### config.mk
export PLATFORM = sky130hd
export DESIGN_NAME = cache_line_xfer
export DESIGN_NICKNAME = d
export VERILOG_FILES = /design/src/rtl/cache_line_xfer.sv
export SDC_FILE = /design/constraint.sdc
export NUM_CORES = 1
export LEC_CHECK = 0
export CAP_MARGIN = 30
export CORE_MARGIN = 4
export CORE_UTILIZATION = 29
export CTS_BUF_LIST = sky130_fd_sc_hd__clkbuf_8
export CTS_CLUSTER_DIAMETER = 200
export CTS_CLUSTER_SIZE = 40
export DETAILED_ROUTE_END_ITERATION = 16
export PLACE_DENSITY_LB_ADDON = 0.15
export SLEW_MARGIN = 10
export SYNTH_ARGS = -nofsm -noshare
export SYNTH_HDL_FRONTEND = slang
export SYNTH_SLANG_ARGS = --single-unit
### constraint.sdc
create_clock -name clk -period 6.5 [get_ports clk]
set_input_delay 0.975 -clock clk [delete_from_list [all_inputs] [get_ports clk]]
set_output_delay 0.975 -clock clk [all_outputs]
set_load 0.05 [all_outputs]
### src/rtl/cache_line_xfer.sv
// Line-transfer engine between the cache and an SRAM-like bus: dirty-line writeback
// bursts and refill bursts (optionally critical-word-first), one beat outstanding.
module cache_line_xfer #(
  parameter int LINE_WORDS = 8,
  parameter int CWF        = 0,
  parameter int OFF_W      = $clog2(LINE_WORDS)
) (
  input  logic                    clk,
  input  logic                    rst,
  input  logic                    ren,
  input  logic [31:0]             raddr,
  output logic                    raccept,
  output logic                    wen_fill,
  output logic [32*LINE_WORDS-1:0] wfill,
  input  logic                    wen,
  input  logic [31:0]             waddr,
  input  logic [32*LINE_WORDS-1:0] wdata,
  output logic                    wfin,
  output logic                    sram_en,
  output logic [3:0]              sram_wen,
  output logic [31:0]             sram_addr,
  output logic [31:0]             sram_wdata,
  input  logic [31:0]             sram_rdata,
  input  logic                    sram_ok
);

  localparam int               LW       = 32 * LINE_WORDS;
  localparam logic [31:0]      OFF_MASK = 32'(LINE_WORDS * 4 - 1);
  localparam logic [OFF_W-1:0] LAST     = OFF_W'(LINE_WORDS - 1);

  typedef enum logic [1:0] {IDLE, WB, RD, FILL} state_t;

  state_t           state_q, state_d;
  logic [OFF_W-1:0] beat_q, beat_d;
  logic [OFF_W-1:0] start_q, start_d;
  logic [31:0]      base_q, base_d;
  logic [LW-1:0]    line_q, line_d;
  logic [LW-1:0]    wfill_q, wfill_d;
  logic             en_q, en_d;
  logic [3:0]       be_q, be_d;
  logic [31:0]      addr_q, addr_d;
  logic [31:0]      wdat_q, wdat_d;
  logic             raccept_q, raccept_d;
  logic             wfin_q, wfin_d;
  logic             fill_q, fill_d;

  logic [OFF_W-1:0] slot_s, nslot_s, rstart_s;
  logic             beat_done_s;

  function automatic logic [31:0] word_addr(input logic [31:0] base, input logic [OFF_W-1:0] idx);
    return base | 32'({idx, 2'b00});
  endfunction

  // Writebacks always start at word 0, so slot = start + beat serves both directions.
  assign slot_s      = start_q + beat_q;
  assign nslot_s     = slot_s + OFF_W'(1);
  assign rstart_s    = (CWF != 0) ? raddr[OFF_W+1:2] : '0;
  assign beat_done_s = en_q & sram_ok;

  // Next-state and registered-output computation.
  always_comb begin
    state_d   = state_q;
    beat_d    = beat_q;
    start_d   = start_q;
    base_d    = base_q;
    line_d    = line_q;
    wfill_d   = wfill_q;
    en_d      = en_q;
    be_d      = be_q;
    addr_d    = addr_q;
    wdat_d    = wdat_q;
    raccept_d = 1'b0;
    wfin_d    = 1'b0;
    fill_d    = 1'b0;
    case (state_q)
      IDLE: begin
        // wen is still held during the wfin cycle; it belongs to the burst just finished.
        if (wen && !wfin_q) begin
          base_d  = waddr & ~OFF_MASK;
          line_d  = wdata;
          beat_d  = '0;
          start_d = '0;
          en_d    = 1'b1;
          be_d    = 4'hF;
          addr_d  = word_addr(waddr & ~OFF_MASK, '0);
          wdat_d  = wdata[31:0];
          state_d = WB;
        end else if (ren) begin
          base_d    = raddr & ~OFF_MASK;
          beat_d    = '0;
          start_d   = rstart_s;
          raccept_d = 1'b1;
          en_d      = 1'b1;
          be_d      = 4'h0;
          addr_d    = word_addr(raddr & ~OFF_MASK, rstart_s);
          wdat_d    = 32'h0;
          state_d   = RD;
        end else begin
          en_d = 1'b0;
        end
      end
      WB: begin
        if (beat_done_s) begin
          if (beat_q == LAST) begin
            en_d    = 1'b0;
            be_d    = 4'h0;
            addr_d  = 32'h0;
            wdat_d  = 32'h0;
            wfin_d  = 1'b1;
            state_d = IDLE;
          end else begin
            beat_d = beat_q + OFF_W'(1);
            addr_d = word_addr(base_q, nslot_s);
            wdat_d = line_q[32*nslot_s +: 32];
          end
        end else begin
          state_d = WB;
        end
      end
      RD: begin
        if (beat_done_s) begin
          line_d[32*slot_s +: 32] = sram_rdata;
          if (beat_q == LAST) begin
            en_d    = 1'b0;
            addr_d  = 32'h0;
            wfill_d = line_d;
            fill_d  = 1'b1;
            state_d = FILL;
          end else begin
            beat_d = beat_q + OFF_W'(1);
            addr_d = word_addr(base_q, nslot_s);
          end
        end else begin
          state_d = RD;
        end
      end
      FILL: begin
        state_d = IDLE;
      end
      default: begin
        en_d    = 1'b0;
        state_d = IDLE;
      end
    endcase
  end

  // State and output registers; reset abandons any burst silently.
  always_ff @(posedge clk or negedge rst) begin
    if (!rst) begin
      state_q   <= IDLE;
      beat_q    <= '0;
      start_q   <= '0;
      base_q    <= 32'h0;
      line_q    <= '0;
      wfill_q   <= '0;
      en_q      <= 1'b0;
      be_q      <= 4'h0;
      addr_q    <= 32'h0;
      wdat_q    <= 32'h0;
      raccept_q <= 1'b0;
      wfin_q    <= 1'b0;
      fill_q    <= 1'b0;
    end else begin
      state_q   <= state_d;
      beat_q    <= beat_d;
      start_q   <= start_d;
      base_q    <= base_d;
      line_q    <= line_d;
      wfill_q   <= wfill_d;
      en_q      <= en_d;
      be_q      <= be_d;
      addr_q    <= addr_d;
      wdat_q    <= wdat_d;
      raccept_q <= raccept_d;
      wfin_q    <= wfin_d;
      fill_q    <= fill_d;
    end
  end

  assign raccept    = raccept_q;
  assign wen_fill   = fill_q;
  assign wfill      = wfill_q;
  assign wfin       = wfin_q;
  assign sram_en    = en_q;
  assign sram_wen   = be_q;
  assign sram_addr  = addr_q;
  assign sram_wdata = wdat_q;

endmodule

==> reports/qor.csv, run 1 <==
stage,metric,value,unit
status,status,"complete, no violations",
timing,Slew @ Worst Pin,1.15,ns
global_route,GR Layer Usage met1,0.329,
global_route,Global Route met3 Usage,0.0488,
drt,Final ANT Viol Nets,0,
logic_synthesis,most common cell in the netlist,dfrtp_1,
clocking,clk buf depth,3,
setup_path,Arrival @ worst endpoint,5.51,ns
logic_synthesis,Synth top area share,0.514,
power_and_ir_drop,power share of the combinational group,0.541,
setup_path,Reg2Reg Setup Slack,1.61,ns
hold_path,worst hold path type,primary input to async pin,
logic_synthesis,Synth warnings,0,
drt,DR vias/cell,5.15,
cells_and_area,fin area,0.0382,mm2
placed_design,Setup WS pre-CTS,1.62,ns
drt,Initial DRC Count,2040,
die,die area,0.108,mm2
clocking,Clock Pin Slew Worst Setup and Hold Paths,0.27,ns
die,IO Pins,685,
setup_path,critical setup path kind,flop to flop,
logic_synthesis,syn avg cell area,10.1,um2
timing,setup TNS,0,ns
clocking,H-Tree Level Count,1,
power_and_ir_drop,Leak,16.8,nW
drt,final wirelength,135000,um
logic_synthesis,register area share after synthesis,0.514,
timing,crit share post-route,0.752,
global_route,most used routing layer,met2,
power_and_ir_drop,NetSw,7.43,mW
global_route,first-pass GRT wire length,191000,um
power_and_ir_drop,sequential power share,0.361,
power_and_ir_drop,power per cell area,405,mW/mm2
clocking,Sink Count,611,
logic_synthesis,"Cell Area, Synth",0.0298,mm2
placed_design,dpl hpwl,91500,um
timing,worst setup margin,1.61,ns
cells_and_area,Layout area overhead,28.5,%
logic_synthesis,Area contributors post-synth,"dfrtp_1 (51%), mux2i_1 (7.4%), o21ai_0 (5.3%)",
timing,Fin. Hold Viols,0,
power_and_ir_drop,Pwr Total,15.5,mW
setup_path,CP max FO,43,
timing,RSZ-0062 raised after global routing,no,
timing,Final setup violation count,0,
logic_synthesis,Post-Synthesis Cells,2942,
global_route,largest net degree at the start of global routing,235,
clocking,# hold bufs at CTS,0,
power_and_ir_drop,switching portion of total power,0.479,
setup_path,reg-to-reg startpoint,beat_q[0]$_DFFE_PN0P_,
power_and_ir_drop,clock power share,0.099,
setup_path,RR Endpoint,line_q[56]$_DFFE_PN0P_,
clocking,total CTS buffers,19,
cells_and_area,layout cell share with drive strength beyond 1,0.0632,
timing,Max Clk Rate,204,MHz
die,DIE WIDTH,328,um
global_route,Tot GR Track Use,0.242,
drt,routed via count,24780,
power_and_ir_drop,Peak VDD IR,282,uV
run,max cap viols,0,
drt,WL per Instance,28.1,um
setup_path,Worst setup SP type,flop,
logic_synthesis,Unique masters post-synth,54,
logic_synthesis,"EDFF count, synth",0,
logic_synthesis,Seq cells post-synth,611,
power_and_ir_drop,Internal,8.08,mW
logic_synthesis,asr flop ratio synth,1.00,
timing,Final min period,4.89,ns
timing,clk_skew,0.0969,ns
clocking,postcts setup bufs,0,
timing,fin. max-slew vios,0,
global_route,GR Layer Usage met2,0.405,
die,core area,0.102,mm2
setup_path,worst endpoint required time,7.12,ns
die,die height,328,um
clocking,worst-skew pair later-pin latency,0.75,ns
placed_design,GPL Wtd Cong,0.821,
setup_path,FF-to-FF path depth,8,
placed_design,input/output buffers,672,
drt,Pre-Repair DR Iteration Count,7,
clocking,Post-CTS Resized,0,
logic_synthesis,cell taking the most area after synthesis,dfrtp_1,
clocking,CTS tree,built,
logic_synthesis,prevailing post-synth register cell,dfrtp_1,
drt,DRC,0,
cells_and_area,nets@finish,3797,
timing,Slew HR,0.235,
cells_and_area,fill count,10307,
global_route,initial antenna violation count,19,
global_route,Congestion Overflow GR,0,
global_route,vias in the first global route,25073,
logic_synthesis,most frequent cells after synthesis,"dfrtp_1 (611), nand2_1 (378), o21ai_0 (313), nor2_1 (273), mux2i_1 (220)",
setup_path,CP Capture Type,flop,
placed_design,Area after DPL,0.0379,mm2
die,Initial Util,0.292,
die,row count,117,
clocking,root buffer cell,clkbuf_8,
## power groups by stage
stage	Clock [mW]	Combinational, mW	Sequential, mW
CTS	1.61	8.45	5.58
finish	1.53	8.38	5.59
floorplan	0	4.39	6.27
detailed placement	0	8.44	5.66
global placement	0	8.36	5.65
global route	1.70	8.95	5.71
## cells by family after synthesis
kind of cell | synth area share
multiplexers | 0.123
other | 0.000126
AO/OA/AOI/OAI | 0.189
AND/OR/NAND/NOR | 0.102
adder cells (fa/ha/maj) | 0.00378
buffers and inverters | 0.0681
flip-flops | 0.514
## through the flow
step	hold WS [ns]	utilization	instances
2_1_floorplan	0.450	-	2943
5_1_grt	0.127	0.375	4804
4_1_cts	0.101	0.375	4798
3_5_place_dp	0.469	0.372	4777
6_report	0.146	0.375	4811
3_3_place_gp	0.460	0.370	4770
## sequential cells by signal, indices dropped and copies added, names as in the netlist
signal	cells
line_q	256
wfill	256
sram_wdata	32
sram_addr	30
base_q	27
beat_q	3
state_q	2
raccept	1
sram_en	1
sram_wen	1
wen_fill	1
wfin	1
## cells in the final DEF, fill, tap and decap left out, types with 7 or more instances in the layout
cell	n
a21oi_1	98
a221o_1	33
a221oi_1	130
a221oi_2	30
a22oi_1	62
a2bb2oi_1	26
and2_1	65
buf_12	8
buf_4	48
clkbuf_8	19
clkdlybuf4s50_1	671
dfrtp_1	610
diode_2	12
ha_1	8
inv_1	205
mux2i_1	220
mux4_2	64
nand2_1	377
nor2_1	266
nor2_4	7
o21a_1	31
o21ai_0	313
o22a_1	32
o22ai_1	33
## per-layer routing
layer,share of wire,wire [um]
met5,0.00053,71
met4,0.019,2570
met3,0.069,9360
met2,0.48,64800
met1,0.43,58200
## layout make-up
cell class / instances / area (um2) / area share
well taps: 1368 / 1710 / 0.0448
clock buffers: 19 / 262 / 0.00684
inverters: 206 / 773 / 0.0202
multi-input cells: 1858 / 12700 / 0.333
diodes: 12 / 30.0 / 0.000785
flip-flops and latches: 611 / 15300 / 0.400
clock inverters: 2 / 33.8 / 0.000883
repair buffers: 735 / 7420 / 0.194
## critical path, stage by stage, from the launching register on
cell and delay [ns]:
dfrtp_4 0.84, clkinv_1 0.44, ha_4 0.99, buf_4 0.63, nand4b_1 0.20, buf_4 0.31
nor2_4 0.58, buf_4 0.53, a221oi_1 0.15
## how the worst max path moves through the flow
stage / start / end / slack, ns / depth (start not counted)
CTS: beat_q[0]$_DFFE_PN0P_ / line_q[58]$_DFFE_PN0P_ / 1.58 / 8
finish: beat_q[0]$_DFFE_PN0P_ / line_q[56]$_DFFE_PN0P_ / 1.61 / 8
detailed placement: beat_q[0]$_DFFE_PN0P_ / line_q[255]$_DFFE_PN0P_ / 1.62 / 8
global route: beat_q[0]$_DFFE_PN0P_ / line_q[53]$_DFFE_PN0P_ / 1.43 / 8
floorplan: beat_q[0]$_DFFE_PN0P_ / line_q[194]$_DFFE_PN0P_ / 4.04 / 8
global placement: beat_q[0]$_DFFE_PN0P_ / line_q[57]$_DFFE_PN0P_ / 1.67 / 8
(Power assumes the default switching activity.)
==> run 2: changes to the inputs <==
==> constraint.sdc (replaced) <==
create_clock -name clk -period 4.4 [get_ports clk]
set_input_delay 0.66 -clock clk [delete_from_list [all_inputs] [get_ports clk]]
set_output_delay 0.66 -clock clk [all_outputs]
set_load 0.05 [all_outputs]
==> run 2 against run 1 <==
Routed wire length is 0.29% lower. Via count is 1.6% higher. Clock skew is 0.0045 ns lower. Sequential power is 47% higher.
==> reports/qor.csv, run 2 (same netlist as run 1, synthesis figures left out) <==
stage,metric,value,unit
status,status,"complete, no violations",
global_route,Congestion Overflow GR,0,
power_and_ir_drop,switching portion of total power,0.477,
cells_and_area,Layout area overhead,29.0,%
setup_path,CP cell instances,"clkinv_1, ha_4, buf_4, nand4bb_4, a21o_2, buf_4, a221oi_1",
placed_design,dpl hpwl,93000,um
global_route,initial antenna violation count,20,
drt,Final ANT Viol Nets,0,
timing,worst setup margin,0.821,ns
setup_path,CP Capture Type,flop,
clocking,worst-skew pair later-pin latency,0.76,ns
cells_and_area,most frequent cells in the layout,"clkdlybuf4s50_1 (671), dfrtp_1 (610), nand2_1 (377)",
power_and_ir_drop,Internal,12.0,mW
drt,DRC,0,
die,core area,0.102,mm2
setup_path,Arrival @ worst endpoint,4.25,ns
clocking,postcts setup bufs,0,
timing,fin. max-slew vios,0,
drt,Pre-Repair DR Iteration Count,5,
setup_path,FF-to-FF path depth,7,
setup_path,worst endpoint required time,5.07,ns
placed_design,Setup WS pre-CTS,0.913,ns
drt,DR vias/cell,5.21,
power_and_ir_drop,Pwr Total,23.0,mW
timing,Final setup violation count,0,
cells_and_area,"most common cell after layout, fill and taps aside",clkdlybuf4s50_1,
global_route,vias in the first global route,25498,
power_and_ir_drop,NetSw,11.0,mW
power_and_ir_drop,sequential power share,0.356,
setup_path,CP max FO,26,
hold_path,worst hold path stage count,3,
setup_path,Crit-path slowest cell,ha_4,
placed_design,GPL Wtd Cong,0.819,
clocking,total CTS buffers,19,
hold_path,worst hold path type,primary input to flop,
timing,setup TNS,0,ns
timing,RSZ-0062 raised after global routing,no,
timing,Final min period,3.58,ns
timing,crit share post-route,0.813,
power_and_ir_drop,power share of the combinational group,0.545,
timing,Max Clk Rate,279,MHz
global_route,largest net degree at the start of global routing,219,
power_and_ir_drop,clock power share,0.099,
global_route,Tot GR Track Use,0.242,
timing,clk_skew,0.0925,ns
clocking,root buffer cell,clkbuf_8,
clocking,CTS tree,built,
clocking,Clock Pin Slew Worst Setup and Hold Paths,0.27,ns
drt,routed via count,25182,
clocking,Post-CTS Resized,0,
global_route,first-pass GRT wire length,192000,um
clocking,Sink Count,611,
setup_path,Worst setup SP type,flop,
power_and_ir_drop,Peak VDD IR,468,uV
power_and_ir_drop,Leak,16.9,nW
setup_path,CP peak stage delay,0.69,ns
power_and_ir_drop,power per cell area,599,mW/mm2
die,row count,117,
die,die area,0.108,mm2
clocking,H-Tree Level Count,1,
die,Initial Util,0.292,
timing,Slew HR,0.323,
drt,final wirelength,135000,um
setup_path,cell repeated most along the worst path,buf_4,
placed_design,input/output buffers,672,
drt,Initial DRC Count,2143,
setup_path,critical setup path kind,flop to flop,
timing,Slew @ Worst Pin,1.02,ns
cells_and_area,layout cell share with drive strength beyond 1,0.0695,
clocking,clk buf depth,3,
run,max cap viols,0,
die,IO Pins,685,
die,DIE WIDTH,328,um
die,die height,328,um
timing,Fin. Hold Viols,0,
cells_and_area,nets@finish,3820,
drt,WL per Instance,27.8,um
[run 2: changes by cell type in the layout (fill, tap and decap cells not counted), sizes merged]
cell | before | now
clkinvlp | 0 | 1
dlygate4sd3 | 0 | 1
buf | 64 | 86
diode | 12 | 13
[run 2: worst paths after layout]
| check | startpoint | to | slack (ns) |
|---|---|---|---|
| setup reg to reg | beat_q[0]$_DFFE_PN0P_ | line_q[184]$_DFFE_PN0P_ | 0.82 |
| hold / removal | wdata[54] | line_q[54]$_DFFE_PN0P_ | 0.45 |
| setup / recovery | beat_q[0]$_DFFE_PN0P_ | line_q[184]$_DFFE_PN0P_ | 0.82 |
| min in group asynchronous | rst | sram_addr[15]$_DFFE_PN0P_ | 0.57 |
| max in group asynchronous | rst | wfill[144]$_DFFE_PN0P_ | 2.68 |
| hold reg to reg | wfill[28]$_DFFE_PN0P_ | wfill[28]$_DFFE_PN0P_ | 0.51 |
[run 2: final cells by class]
type | count | area (um2)
tap | 1368 | 1710
sequential | 611 | 15300
antenna | 13 | 32.5
fill | 10383 | 63500
timing repair buffer | 758 | 7570
clock buffer | 19 | 262
inverter | 206 | 773
multi-input combinational | 1858 | 12700
clock inverter | 3 | 41.3
[run 2: what timing repair did]
item,CTS,global route
hold buffers,1,0
setup endpoints to repair,0,0
hold endpoints to repair,81,0
[run 2: per-layer routing]
layer / wire length [um] / vias to the layer above / global-route usage
met5: 40 / - / 0
met4: 3250 / 6 / 0.0552
met3: 9970 / 129 / 0.0514
met2: 63900 / 956 / 0.399
met1: 57500 / 12751 / 0.327
li1: - / 11340 / -
[run 2: stage by stage]
| stage | std cells | hold WS (ns) | utilization | instance area, um2 |
|---|---|---|---|---|
| 3_5_place_dp | 4799 | 0.469 | 0.373 | 38000 |
| 4_1_cts | 4822 | 0.377 | 0.376 | 38300 |
| 6_report | 4836 | 0.447 | 0.377 | 38400 |
| 3_3_place_gp | 4798 | 0.460 | 0.373 | 38000 |
| 2_1_floorplan | 2943 | 0.364 | - | 29800 |
| 5_1_grt | 4830 | 0.403 | 0.377 | 38400 |
[run 2: power groups by stage]
stage	registers, mW	logic (mW)	clock network [mW]
2_1_floorplan	9.26	6.48	0
3_3_place_gp	8.28	12.5	0
3_5_place_dp	8.31	12.5	0
4_1_cts	8.19	12.6	2.37
5_1_grt	8.38	13.4	2.51
6_report	8.19	12.5	2.27
[run 2: critical path, delay by kind of cell, from the launching register on]
family / cells / cell delay (ns)
buf+inv: 3 / 1.17
simple gates: 1 / 0.19
flops: 1 / 0.53
compound gates: 2 / 0.88
fa+ha+maj: 1 / 0.69
==> run 3: changes to the inputs <==
==> constraint.sdc (replaced) <==
create_clock -name clk -period 3.7 [get_ports clk]
set_input_delay 0.555 -clock clk [delete_from_list [all_inputs] [get_ports clk]]
set_output_delay 0.555 -clock clk [all_outputs]
set_load 0.05 [all_outputs]
==> run 3 against run 2 <==
Die area did not move. Flip-flop and latch count stayed put. Sequential power increased by 19%. Sequential share of layout area shrank 0.20 points. Fmax rose by 5.9%.
==> reports/qor.csv, run 3 (same netlist as run 1, synthesis figures left out) <==
stage,metric,value,unit
timing,WHS,0.367,ns
global_route,Tot GR Track Use,0.245,
placed_design,Area after DPL,0.0383,mm2
timing,clk_skew,0.0918,ns
setup_path,CP peak stage delay,0.74,ns
cells_and_area,"most common cell after layout, fill and taps aside",clkdlybuf4s50_1,
cells_and_area,final core utilization,0.379,
timing,setup TNS,0,ns
timing,worst setup margin,0.319,ns
clocking,Sink Count,611,
power_and_ir_drop,Peak VDD IR,695,uV
run,max cap viols,0,
drt,Final ANT Viol Nets,0,
status,status,"complete, no violations",
clocking,CTS tree,built,
power_and_ir_drop,Pwr Total,27.7,mW
setup_path,crit-path leading delay family,simple AND/OR/NAND/NOR gates,
placed_design,Setup WS pre-CTS,0.504,ns
hold_path,worst hold path type,primary input to flop,
global_route,vias in the first global route,25319,
placed_design,GPL Wtd Cong,0.830,
drt,WL per Instance,28.1,um
power_and_ir_drop,power per cell area,718,mW/mm2
setup_path,critical setup path kind,flop to flop,
setup_path,Bufs and invs on worst path,2,
die,die area,0.108,mm2
die,core area,0.102,mm2
setup_path,CP Depth,8,
drt,DRC,0,
timing,Final min period,3.38,ns
power_and_ir_drop,clock power share,0.097,
timing,fin. max-slew vios,0,
cells_and_area,most frequent cells in the layout,"clkdlybuf4s50_1 (671), dfrtp_1 (610), nand2_1 (377)",
timing,crit share post-route,0.914,
setup_path,Worst setup SP type,flop,
placed_design,Placed Cells,4811,
global_route,first-pass GRT wire length,192000,um
setup_path,CP cell instances,"clkinv_1, ha_4, ha_1, nand2b_4, nor4b_2, o21bai_4, buf_12, a221oi_1",
clocking,Post-CTS Resized,0,
drt,final wirelength,136000,um
clocking,clk buf depth,3,
timing,RSZ-0062 raised after global routing,no,
timing,Slew HR,0.325,
die,die height,328,um
setup_path,worst endpoint required time,4.34,ns
power_and_ir_drop,Leak,17.0,nW
cells_and_area,Layout area overhead,29.7,%
die,DIE WIDTH,328,um
power_and_ir_drop,sequential power share,0.351,
cells_and_area,nets@finish,3831,
timing,Final setup violation count,0,
global_route,largest net degree at the start of global routing,104,
placed_design,input/output buffers,672,
hold_path,worst hold path stage count,3,
clocking,worst-skew pair later-pin latency,0.75,ns
cells_and_area,fin area,0.0386,mm2
setup_path,FF-to-FF path depth,8,
global_route,Congestion Overflow GR,0,
die,Initial Util,0.292,
clocking,Clock Pin Slew Worst Setup and Hold Paths,0.27,ns
power_and_ir_drop,Internal,14.5,mW
setup_path,Crit-path slowest cell,nor4b_2,
timing,Slew @ Worst Pin,1.01,ns
cells_and_area,layout cell share with drive strength beyond 1,0.0722,
drt,DR vias/cell,5.21,
setup_path,CP max FO,20,
die,row count,117,
clocking,root buffer cell,clkbuf_8,
drt,Pre-Repair DR Iteration Count,5,
drt,routed via count,25245,
cells_and_area,fin cells,4846,
timing,Max Clk Rate,296,MHz
setup_path,Arrival @ worst endpoint,4.03,ns
die,IO Pins,685,
power_and_ir_drop,NetSw,13.2,mW
power_and_ir_drop,switching portion of total power,0.477,
timing,Fin. Hold Viols,0,
power_and_ir_drop,power share of the combinational group,0.552,
setup_path,CP Capture Type,flop,
global_route,initial antenna violation count,22,
clocking,total CTS buffers,19,
placed_design,dpl hpwl,93100,um
drt,Initial DRC Count,2047,
clocking,H-Tree Level Count,1,
-- run 3: what timing repair did --
action | 4_1_cts | 5_1_grt
buffers inserted | 0 | 0
hold endpoints to repair | 63 | 0
hold buffers | 1 | 0
-- run 3: area by class of cell --
class	count	area (um2)
inverter	206	773
sequential	611	15300
multi-input combinational	1858	12700
antenna	13	32.5
clock buffer	19	262
timing repair buffer	769	7770
fill	10355	63300
clock inverter	2	33.8
tap	1368	1710
-- run 3: worst paths after layout --
check	startpoint	endpoint	slack, ns
min	wdata[35]	line_q[35]$_DFFE_PN0P_	0.37
max in group asynchronous	rst	wfill[156]$_DFFE_PN0P_	2.26
min reg2reg	wfill[137]$_DFFE_PN0P_	wfill[137]$_DFFE_PN0P_	0.51
min in group asynchronous	rst	sram_addr[15]$_DFFE_PN0P_	0.38
max	beat_q[0]$_DFFE_PN0P_	line_q[80]$_DFFE_PN0P_	0.32
max reg2reg	beat_q[0]$_DFFE_PN0P_	line_q[80]$_DFFE_PN0P_	0.32
-- run 3: worst register-to-register path, cell delays in order (launching register included) --
cell	delay (ns)
dfrtp_4	0.50
clkinv_1	0.27
ha_4	0.28
ha_1	0.29
nand2b_4	0.19
nor4b_2	0.74
o21bai_4	0.40
buf_12	0.31
a221oi_1	0.29
-- run 3: power groups by stage --
stage	Combinational (mW)	Sequential (mW)	Clock (mW)
6_report	15.3	9.74	2.68
5_1_grt	16.3	9.95	2.98
4_1_cts	15.4	9.73	2.81
3_5_place_dp	15.3	9.87	0
3_3_place_gp	15.3	9.83	0
2_1_floorplan	7.71	11.0	0
-- run 3: per-layer routing --
layer,GRT usage,share of wire,vias to the layer above
li1,-,-,11354
met1,0.326,0.42,12775
met2,0.402,0.47,965
met3,0.0566,0.077,145
met4,0.0628,0.025,6
met5,0,0.00029,-
